<file path="config.mk">
export PLATFORM = sky130hd
export DESIGN_NAME = imem_access_arbiter_flat
export DESIGN_NICKNAME = d
export VERILOG_FILES = /design/src/rtl/imem_access_arbiter_pkg.sv /design/src/rtl/imem_access_arbiter_if.sv /design/src/rtl/imem_rr_starve_ctr.sv /design/src/rtl/imem_access_arbiter.sv /design/src/flat_wrapper.sv
export SDC_FILE = /design/constraint.sdc
export NUM_CORES = 1
export LEC_CHECK = 0
export ABC_CLOCK_PERIOD_IN_PS = 1300
export CAP_MARGIN = 20
export CORE_MARGIN = 2
export CORE_UTILIZATION = 36
export CTS_CLUSTER_DIAMETER = 150
export DETAILED_ROUTE_END_ITERATION = 10
export PLACE_DENSITY = 0.76
export SETUP_SLACK_MARGIN = 0.02
export SLEW_MARGIN = 20
export SYNTH_ARGS = -nofsm -noshare
export SYNTH_HDL_FRONTEND = slang
export SYNTH_HIERARCHICAL = 1
export SYNTH_SLANG_ARGS = --single-unit
</file>
<file path="constraint.sdc">
create_clock -name clka -period 1.3 [get_ports clka]
set_input_delay 0.325 -clock clka [delete_from_list [all_inputs] [get_ports clka]]
set_output_delay 0.325 -clock clka [all_outputs]
set_load 0.02 [all_outputs]
</file>
<file path="src/rtl/imem_access_arbiter_pkg.sv">
// Shared constants for the instruction-memory port arbiter and the InstructionMemory instance.
// Memory geometry defaults, the NOP encoding and the fetch anti-starvation limit.
package imem_access_arbiter_pkg;

  localparam int IMEM_SIZE       = 32;
  localparam int IMEM_MEM_SIZE   = 32;
  localparam int IMEM_STARVE_MAX = 4;

  localparam logic [31:0] NOP_WORD = 32'b0;

  // Width of a counter that must hold 0..max_val inclusive.
  function automatic int cnt_width(input int max_val);
    return (max_val < 1) ? 1 : $clog2(max_val + 1);
  endfunction

endpackage

</file>
<file path="src/rtl/imem_access_arbiter_if.sv">
// Requester and memory-side signals of the instruction-memory arbiter.
// slave = arbiter view, master = fetch unit / loader / memory view.
interface imem_access_arbiter_if
  import imem_access_arbiter_pkg::*;
#(
  parameter int SIZE = IMEM_SIZE
) ();

  logic            fetch_req;
  logic [SIZE-1:0] fetch_addr;
  logic            fetch_gnt;
  logic            fetch_valid;
  logic [SIZE-1:0] fetch_data;

  logic            ld_req;
  logic [SIZE-1:0] ld_addr;
  logic [SIZE-1:0] ld_data;
  logic            ld_gnt;
  logic            ld_err;

  logic            mem_wea;
  logic [SIZE-1:0] mem_addra;
  logic [SIZE-1:0] mem_dina;
  logic [SIZE-1:0] mem_douta;

  modport slave (
    input  fetch_req, fetch_addr, ld_req, ld_addr, ld_data, mem_douta,
    output fetch_gnt, fetch_valid, fetch_data, ld_gnt, ld_err,
           mem_wea, mem_addra, mem_dina
  );

  modport master (
    output fetch_req, fetch_addr, ld_req, ld_addr, ld_data, mem_douta,
    input  fetch_gnt, fetch_valid, fetch_data, ld_gnt, ld_err,
           mem_wea, mem_addra, mem_dina
  );

endinterface

</file>
<file path="src/rtl/imem_rr_starve_ctr.sv">
// Loader-priority grant logic with a saturating fetch starvation counter.
// Grants are combinational; fetch is forced through once STARVE_MAX denials accumulate.
module imem_rr_starve_ctr
  import imem_access_arbiter_pkg::*;
#(
  parameter int STARVE_MAX = IMEM_STARVE_MAX,
  parameter int CNT_W      = 3
) (
  input  logic clk,
  input  logic rst_n,
  input  logic i_fetch_req,
  input  logic i_ld_req,
  output logic o_fetch_gnt,
  output logic o_ld_gnt
);

  localparam logic [CNT_W-1:0] CNT_MAX = CNT_W'(STARVE_MAX);

  logic [CNT_W-1:0] r_cnt;
  logic             w_fetch_denied;

  assign o_ld_gnt       = i_ld_req && (!i_fetch_req || (r_cnt < CNT_MAX));
  assign o_fetch_gnt    = i_fetch_req && !o_ld_gnt;
  assign w_fetch_denied = i_fetch_req && !o_fetch_gnt;

  always_ff @(posedge clk or negedge rst_n) begin
    if (!rst_n) begin
      r_cnt <= '0;
    end else if (w_fetch_denied) begin
      if (r_cnt != CNT_MAX) r_cnt <= r_cnt + 1'b1;
    end else begin
      r_cnt <= '0;
    end
  end

endmodule

</file>
<file path="src/rtl/imem_access_arbiter.sv">
// Shares the single instruction-memory port between CPU fetch (reads) and the loader (writes).
// Registered issue and return stages give a fixed 2-cycle fetch latency.
module imem_access_arbiter
  import imem_access_arbiter_pkg::*;
#(
  parameter int SIZE       = IMEM_SIZE,
  parameter int MEM_SIZE   = IMEM_MEM_SIZE,
  parameter int STARVE_MAX = IMEM_STARVE_MAX
) (
  input  logic                  clka,
  input  logic                  rst_n,
  imem_access_arbiter_if.slave  bus
);

  localparam int              CNT_W   = cnt_width(STARVE_MAX);
  localparam logic [SIZE-1:0] DEPTH   = SIZE'(MEM_SIZE);
  localparam logic [SIZE-1:0] NOP_VAL = SIZE'(NOP_WORD);

  logic            w_fetch_gnt;
  logic            w_ld_gnt;
  logic            w_ld_oor;
  logic            w_fetch_oor;

  logic            r_wea;
  logic [SIZE-1:0] r_addra;
  logic [SIZE-1:0] r_dina;
  logic            r_ld_err;
  logic            r_rd_pend;
  logic            r_rd_oor;
  logic            r_fetch_valid;
  logic [SIZE-1:0] r_fetch_data;

  imem_rr_starve_ctr #(
    .STARVE_MAX (STARVE_MAX),
    .CNT_W      (CNT_W)
  ) u_ctr (
    .clk         (clka),
    .rst_n       (rst_n),
    .i_fetch_req (bus.fetch_req),
    .i_ld_req    (bus.ld_req),
    .o_fetch_gnt (w_fetch_gnt),
    .o_ld_gnt    (w_ld_gnt)
  );

  assign w_ld_oor    = (bus.ld_addr >= DEPTH);
  assign w_fetch_oor = (bus.fetch_addr >= DEPTH);

  // Issue stage: an out-of-range write is still granted but never reaches the array.
  always_ff @(posedge clka or negedge rst_n) begin
    if (!rst_n) begin
      r_wea     <= 1'b0;
      r_addra   <= '0;
      r_dina    <= '0;
      r_ld_err  <= 1'b0;
      r_rd_pend <= 1'b0;
      r_rd_oor  <= 1'b0;
    end else begin
      r_ld_err  <= w_ld_gnt && w_ld_oor;
      r_rd_pend <= w_fetch_gnt;
      r_rd_oor  <= w_fetch_gnt && w_fetch_oor;
      if (w_ld_gnt) begin
        r_addra <= bus.ld_addr;
        r_dina  <= bus.ld_data;
        r_wea   <= !w_ld_oor;
      end else if (w_fetch_gnt) begin
        r_addra <= bus.fetch_addr;
        r_wea   <= 1'b0;
      end else begin
        r_wea   <= 1'b0;
      end
    end
  end

  // Return stage: out-of-range fetches yield a NOP instead of whatever the array drives.
  always_ff @(posedge clka or negedge rst_n) begin
    if (!rst_n) begin
      r_fetch_valid <= 1'b0;
      r_fetch_data  <= '0;
    end else begin
      r_fetch_valid <= r_rd_pend;
      if (r_rd_pend) r_fetch_data <= r_rd_oor ? NOP_VAL : bus.mem_douta;
    end
  end

  assign bus.fetch_gnt   = w_fetch_gnt;
  assign bus.ld_gnt      = w_ld_gnt;
  assign bus.fetch_valid = r_fetch_valid;
  assign bus.fetch_data  = r_fetch_data;
  assign bus.ld_err      = r_ld_err;
  assign bus.mem_wea     = r_wea;
  assign bus.mem_addra   = r_addra;
  assign bus.mem_dina    = r_dina;

endmodule

</file>
<file path="src/flat_wrapper.sv">
// flat-port wrapper written by rule: the top's interface ports become plain ports
module imem_access_arbiter_flat import imem_access_arbiter_pkg::*;
#(
  parameter int SIZE       = IMEM_SIZE,
  parameter int MEM_SIZE   = IMEM_MEM_SIZE,
  parameter int STARVE_MAX = IMEM_STARVE_MAX
)
  (clka, rst_n, bus_fetch_req, bus_fetch_addr, bus_ld_req, bus_ld_addr, bus_ld_data, bus_mem_douta, bus_fetch_gnt, bus_fetch_valid, bus_fetch_data, bus_ld_gnt, bus_ld_err, bus_mem_wea, bus_mem_addra, bus_mem_dina);
  imem_access_arbiter_if #(.SIZE(SIZE)) bus_i ();
  input  logic clka;
  input  logic rst_n;
  input wire logic [$bits(bus_i.fetch_req)-1:0] bus_fetch_req;
  input wire logic [$bits(bus_i.fetch_addr)-1:0] bus_fetch_addr;
  input wire logic [$bits(bus_i.ld_req)-1:0] bus_ld_req;
  input wire logic [$bits(bus_i.ld_addr)-1:0] bus_ld_addr;
  input wire logic [$bits(bus_i.ld_data)-1:0] bus_ld_data;
  input wire logic [$bits(bus_i.mem_douta)-1:0] bus_mem_douta;
  output wire logic [$bits(bus_i.fetch_gnt)-1:0] bus_fetch_gnt;
  output wire logic [$bits(bus_i.fetch_valid)-1:0] bus_fetch_valid;
  output wire logic [$bits(bus_i.fetch_data)-1:0] bus_fetch_data;
  output wire logic [$bits(bus_i.ld_gnt)-1:0] bus_ld_gnt;
  output wire logic [$bits(bus_i.ld_err)-1:0] bus_ld_err;
  output wire logic [$bits(bus_i.mem_wea)-1:0] bus_mem_wea;
  output wire logic [$bits(bus_i.mem_addra)-1:0] bus_mem_addra;
  output wire logic [$bits(bus_i.mem_dina)-1:0] bus_mem_dina;
  assign bus_i.fetch_req = bus_fetch_req;
  assign bus_i.fetch_addr = bus_fetch_addr;
  assign bus_i.ld_req = bus_ld_req;
  assign bus_i.ld_addr = bus_ld_addr;
  assign bus_i.ld_data = bus_ld_data;
  assign bus_i.mem_douta = bus_mem_douta;
  assign bus_fetch_gnt = bus_i.fetch_gnt;
  assign bus_fetch_valid = bus_i.fetch_valid;
  assign bus_fetch_data = bus_i.fetch_data;
  assign bus_ld_gnt = bus_i.ld_gnt;
  assign bus_ld_err = bus_i.ld_err;
  assign bus_mem_wea = bus_i.mem_wea;
  assign bus_mem_addra = bus_i.mem_addra;
  assign bus_mem_dina = bus_i.mem_dina;
  imem_access_arbiter #(.SIZE(SIZE), .MEM_SIZE(MEM_SIZE), .STARVE_MAX(STARVE_MAX)) u_core (.clka(clka), .rst_n(rst_n), .bus(bus_i));
endmodule
</file>
# Yosys cells after proc, flatten, opt, wreduce, memory -nomap -nowiden
# Cells that the tools add are included.
# Widths: inputs -> output; s select.
dict set report classes {
  n_addsub 1
  order_cmp 3
  n_eq_ne 2
  n_mux 6
  reduce_logical 11
}
# op count
set op_table {}
lappend op_table {{$mux 32} 3}
lappend op_table {{$ge 32x6->1 const B} 2}
lappend op_table {{$mux 3} 2}
lappend op_table {{$logic_and 1x1->1} 5}
lappend op_table {{$logic_not 1->1} 4}
lappend op_table {{$add 3x1->3 const B} 1}
lappend op_table {{$lt 3x3->1 const B} 1}
lappend op_table {{$ne 3x3->1 const B} 1}
lappend op_table {{$ne 2x1->1 const B} 1}
lappend op_table {{$reduce_bool 2->1} 1}
lappend op_table {{$logic_or 1x1->1} 1}
lappend op_table {{$mux 1} 1}
dict set report totals {
  regBits 104
  input_bits 132
  out_inout_bits 101
  wordCells 32
}

# Depth between registers and ports, before layout
dict set report depth {
  depth_word 8
  ltp_mapped 6
  mapped_depth_nobuf 4
}

# Cells and area by module
# Netlist, hierarchy kept.
# mod instances cells_each area_each_um2 seq_area_each_um2
set by_module_without_submodules {}
lappend by_module_without_submodules {imem_access_arbiter 1 372 4446.8 2527.4}
lappend by_module_without_submodules {imem_rr_starve_ctr 1 13 153.9 75.1}

# Least setup slack after synthesis
# No wires, ideal clock.
dict set report synth_timing {
  kind {register -> register}
  start {reg u_core.u_ctr.r_cnt[2]}
  end {reg u_core.r_dina[10], in the netlist u_core/bus.mem_dina[10]}
  setup_time_ns 0.125
  t_arrival_ns 1.711
  t_required_ns 1.175
  setup_slack_ns -0.536
  path_stages_with_launch 5
  n_path_buf 2
  period_less_slack_ns 1.836
  path_cell_list {dfrtp_1 > a21boi_0 > buf_4 > buf_6 > mux2_4}
}
dict set report synth_via {
  elab_chain_len 3
}
# element line_no
set synth_lines {}
lappend synth_lines {{start: declaration} imem_rr_starve_ctr.sv:19} ;# logic [CNT_W-1:0] r_cnt;
lappend synth_lines {{start signal: assignment} imem_rr_starve_ctr.sv:30} ;# if (r_cnt != CNT_MAX) r_cnt <= r_cnt + 1'b1;
lappend synth_lines {{$lt 3x3->1} imem_rr_starve_ctr.sv:22} ;# assign o_ld_gnt = i_ld_req && (!i_fetch_req || (r_cnt < CNT_MAX));
lappend synth_lines {{$logic_or 1x1->1} imem_rr_starve_ctr.sv:22}
lappend synth_lines {{$logic_and 1x1->1} imem_rr_starve_ctr.sv:22}
lappend synth_lines {{named net bus_ld_gnt} flat_wrapper.sv:21} ;# output wire logic [$bits(bus_i.ld_gnt)-1:0] bus_ld_gnt;
lappend synth_lines {{end signal: assignment} imem_access_arbiter.sv:63} ;# r_dina <= bus.ld_data;
lappend synth_lines {{end: declaration} imem_access_arbiter.sv:26} ;# logic [SIZE-1:0] r_dina;
# The timed path passes the listed nets, and every way through them passes these cells.
# A chain may end at the register's enable or synchronous reset.

# Final worst setup path
dict set report layout_timing {
  start {reg u_core.u_ctr.r_cnt[2]}
  end {reg u_core.r_dina[13], in the netlist u_core/bus.mem_dina[13]}
}
dict set report layout_via {
  elab_chain_len 3
}
# element line_no
set layout_lines {}
lappend layout_lines {{$lt 3x3->1} imem_rr_starve_ctr.sv:22}
lappend layout_lines {{$logic_or 1x1->1} imem_rr_starve_ctr.sv:22}
lappend layout_lines {{$logic_and 1x1->1} imem_rr_starve_ctr.sv:22}
# Every way passes these cells.

==> results summary <==
The clock tree buffer depth is 2. The flow ran to the end, but the final reports show violations. In this run the critical register-to-register path is launched from u_core/u_ctr/r_cnt[2]$_DFFE_PN0P_. The die boundary width came out at 117.0 um. The worst-margin pin slew came out at 399.3 ps. The path class of the tightest hold or removal check is input port to async pin.

The cell with the most instances after synthesis is sky130_fd_sc_hd__dfrtp_1. Once the floorplan was initialized, standard cells occupied 36.61% of the core. The required arrival time at the worst endpoint came out at approximately 1500 ps. The count of mapped cells out of synthesis is 385.

sky130_fd_sc_hd__dfrtp_1 takes more of the synthesized area than any other cell. The relative contribution of the clock network to total power came out at 30.2%. Net switching is 28.32% of the power. TritonCTS built the clock tree. Once layout is complete, the utilization of the core stands at between 60% and 70%. The fill cell instance count of the final layout is 1054.

The sequential area share after synthesis is 56.57%. The arrival time of the worst setup path came out at 1680 ps. The via count of the first global-routing pass came out at 4150.

The worst-case hold slack came out at 337.7 ps. In the routed design, unresolved DRC markers number 0. The count of clock tree sinks is roughly 100. The final antenna-violating net count is 0. The initial DRC count is 195. The critical path launch point is u_core/u_ctr/r_cnt[2]$_DFFE_PN0P_.

Along the worst path, the maximum fanout reaches 6. For this run, the top clock speed supported by timing is 689.0 MHz. Combinational logic burns 25.8% of the power.

In this run the static leakage power is 0.003528 uW. STA classifies the critical path endpoint as a register. Clock tree synthesis inserted a total of 9 buffers. The routed length per placed instance is 16.39 um. The post-layout worst setup margin is -151.4 ps. The total length of routed wires came out at between 10000 and 15000 um. The tightest slew margin relative to the limit is around 73%. The area growth from synthesis to final layout is 64.07%. The final-report setup violation count is 68. The count of placed standard cells including taps came out at 805. The fraction of layout instances using a drive strength above 1 is 33.08%. The count of endpoints failing hold in the final timing report came out at 0.

The worst vdd rail ir drop came out at 0.6854 mV. The synthesized flop and latch total is 104. The shortest period the worst path allows is approximately 1500 ps. The routability congestion estimate came out at 0.7941. CTS placed an instance of sky130_fd_sc_hd__clkbuf_16 at the clock tree root. During placement, the flow inserted port buffers numbering 232. The final standard cell count with taps included and fillers excluded came out at 837. The die height is 117.0 um.

For this design the total switching power over the nets is 2423 uW. The vias per cell is 4.704. The pin count of the biggest net entering global routing is 66. The total negative slack for setup checks is -5014 ps.

The final net count came out at 794. The overall track demand over capacity in global routing is 19.92%. For this block, the via count after detailed routing is 3937. The number of warnings reported in the yosys synthesis log is 6. The total die area came out at 13700 um2. Walking the worst path, the cells encountered are a21boi_4, buf_6, buf_12, buf_16, mux2_4. The synthesized netlist occupies a cell area of between 4000 and 5000 um2. After synthesis, the most frequently instantiated cells are sky130_fd_sc_hd__dfrtp_1, sky130_fd_sc_hd__inv_1, sky130_fd_sc_hd__o21ai_0.

After synthesis, the share of flip-flops with an asynchronous set or reset is 100.0%. The delay contributed by the slowest stage of the critical path came out at ~440 ps. The overall power after layout came out at 8555 uW. The first global-routing pass estimated approximately 21000 um of wire. In this run the mean area of a mapped cell was 11.95 um2.

The share of the synthesized area in the top cell type came out at approximately 57%. The number of H-tree branching levels came out at 3. For this run, the leading register cell type out of synthesis is sky130_fd_sc_hd__dfrtp_1. The detailed placement HPWL is 9584 um.

The internal power of the cells totals 6133 uW. The checks that failed: negative setup slack. In this run the core area contains 41 standard-cell rows. Setup repair after global routing could not meet its margin everywhere. For this design the ratio of total power to cell area is 1133 nW/um2. The area of the core came out at 12570 um2.

Clock-pin slew was measured on the worst setup and hold paths at 70 ps. The final critical-path share of the clock period came out at 111.6%. The later pin in the worst-skew pair is clocked with a latency of 340 ps. Counting flops with a built-in enable in the synthesized netlist gives 0. Synthesis produced a netlist with a net count of between 500 and 600. The number of top-level pins is 233.

After synthesis, the cell types taking the most area are sky130_fd_sc_hd__dfrtp_1, sky130_fd_sc_hd__mux2_4, sky130_fd_sc_hd__mux2i_1. The largest individual stage delay along the critical path comes from the cell sky130_fd_sc_hd__dfrtp_2. The final worst clock skew came out at 5.029 ps. The worst setup path is of the register to register kind. The pre-antenna-repair detailed-routing pass consisted of 4 iterations.

STA classifies the critical path startpoint as a register. The sequential cell fraction of total power came out at between 40% and 50%. The total count of max-transition violations in the final report is 0. The number of antenna violations at the first check in global routing came out at 0. The total congestion overflow after global routing came out at 0. The number of distinct library cell variants in the gate-level netlist after synthesis is 24. The max-cap violation count came out at 0. The number of inserted diodes is 0.
==> placed cells by master, fill, tap and decap left out <==
cell | netlist | layout
sky130_fd_sc_hd__buf_8 | 0 | 1
sky130_fd_sc_hd__nor2b_4 | 1 | 2
sky130_fd_sc_hd__a21boi_4 | 0 | 1
sky130_fd_sc_hd__o21ai_0 | 35 | 32
sky130_fd_sc_hd__nand2_1 | 32 | 32
sky130_fd_sc_hd__clkbuf_8 | 0 | 3
sky130_fd_sc_hd__and3_1 | 3 | 3
sky130_fd_sc_hd__clkinvlp_4 | 0 | 1
sky130_fd_sc_hd__mux2_4 | 28 | 32
sky130_fd_sc_hd__dfrtp_1 | 104 | 102
sky130_fd_sc_hd__dlymetal6s2s_1 | 0 | 2
sky130_fd_sc_hd__nor4_4 | 0 | 1
sky130_fd_sc_hd__nor4_1 | 8 | 4
sky130_fd_sc_hd__buf_6 | 9 | 11
sky130_fd_sc_hd__mux2i_4 | 0 | 1
sky130_fd_sc_hd__buf_12 | 0 | 9
sky130_fd_sc_hd__nand4_1 | 2 | 2
sky130_fd_sc_hd__dlygate4sd2_1 | 0 | 3
sky130_fd_sc_hd__buf_4 | 2 | 35
sky130_fd_sc_hd__dlygate4sd3_1 | 0 | 1
sky130_fd_sc_hd__clkdlybuf4s50_1 | 0 | 125
sky130_fd_sc_hd__nor3_1 | 3 | 2
sky130_fd_sc_hd__inv_2 | 0 | 1
sky130_fd_sc_hd__nor3_2 | 0 | 1
sky130_fd_sc_hd__o21a_1 | 2 | 2
sky130_fd_sc_hd__nor4_2 | 4 | 7
sky130_fd_sc_hd__mux2i_1 | 32 | 31
sky130_fd_sc_hd__clkbuf_16 | 0 | 11
sky130_fd_sc_hd__nand3b_1 | 32 | 32
sky130_fd_sc_hd__clkbuf_1 | 8 | 2
sky130_fd_sc_hd__nand3_1 | 2 | 2
sky130_fd_sc_hd__clkinv_2 | 0 | 1
sky130_fd_sc_hd__inv_1 | 35 | 34
sky130_fd_sc_hd__buf_16 | 0 | 4
sky130_fd_sc_hd__buf_2 | 6 | 96
sky130_fd_sc_hd__o21ai_1 | 29 | 32
sky130_fd_sc_hd__ha_1 | 2 | 2
sky130_fd_sc_hd__dfrtp_2 | 0 | 2
==> final cells by class <==
cell class              instances  area, um2  area share, %
clock buffers                  14      274.0          3.630
clock inverters                 2      12.51         0.1658
inverters                      35      131.4          1.740
multi-input cells             221       1775          23.52
flip-flops and latches        104       2605          34.51
well taps                     172      215.2          2.851
repair buffers                289       2535          33.58
==> through the flow <==
stage / setup slack (ps) / instance area [um2]
floorplan: -86.10 / 4649
global placement: -679.5 / 7348
detailed placement: -704.8 / 7348
CTS: -167.2 / 7470
global route: -196.9 / 7548
finish: -151.4 / 7548
==> power by group through the flow <==
stage / clock network [uW] / logic [uW] / registers, uW
after detailed placement: 0 / 2370 / 3830
after global placement: 0 / 2330 / 3820
final: 2590 / 2210 / 3760
after floorplan: 0 / 582 / 4220
after CTS: 2670 / 2190 / 3760
after global routing: 2800 / 2360 / 3800
==> worst paths after layout <==
check / to / slack [ps] / depth (start not counted)
worst max-delay path: u_core/bus.mem_dina[13]$_DFFE_PN0P_ / -150 / 5
worst min-delay path: u_core/bus.mem_dina[20]$_DFFE_PN0P_ / 340 / 2
worst max register to register: u_core/bus.mem_dina[13]$_DFFE_PN0P_ / -150 / 5
worst min register to register: u_core/bus.mem_dina[23]$_DFFE_PN0P_ / 500 / 1
max in group asynchronous: u_core/r_rd_oor$_DFF_PN0_ / 470 / 3
min in group clka: u_core/bus.mem_addra[6]$_DFFE_PN0P_ / 400 / 3
==> sequential cells by signal, summed over array words and instances, names as in the netlist <==
name and flops:
u_core/bus.fetch_data 32, u_core/r_rd_oor 1, u_core/bus.mem_wea 1, u_core/r_rd_pend 1, u_core/u_ctr/r_cnt 3, u_core/bus.fetch_valid 1
u_core/bus.mem_addra 32, u_core/bus.ld_err 1, u_core/bus.mem_dina 32
==> cells by family after synthesis <==
family	synth area share, %
compound gates	7.452
fa+ha+maj	0.5438
buf+inv	6.690
flops	56.57
mux	17.08
simple gates	11.67
==> critical path: cells and delay by family, from the launching register on <==
kind | cells | cell delay [ps]
multiplexers | 1 | 300
buffers and inverters | 3 | 430
AO/OA/AOI/OAI | 1 | 170
flip-flops | 1 | 440
==> what timing repair did <==
item,CTS,global route
gates resized for setup,444,10
hold buffers,1,0
buffers inserted,8,3
pin swaps,4,2
endpoints found under the setup margin,168,72
cloned,4,2
endpoints found under the hold margin,65,0
==> routing by layer <==
metal	GRT usage [%]	part of all wire [%]	routed length (um)
met5	0	0	0
met4	5.176	0.83	114
met2	35.18	53	7204
met3	7.261	7.9	1080
met1	22.96	39	5321
(Power assumes the default switching activity.)
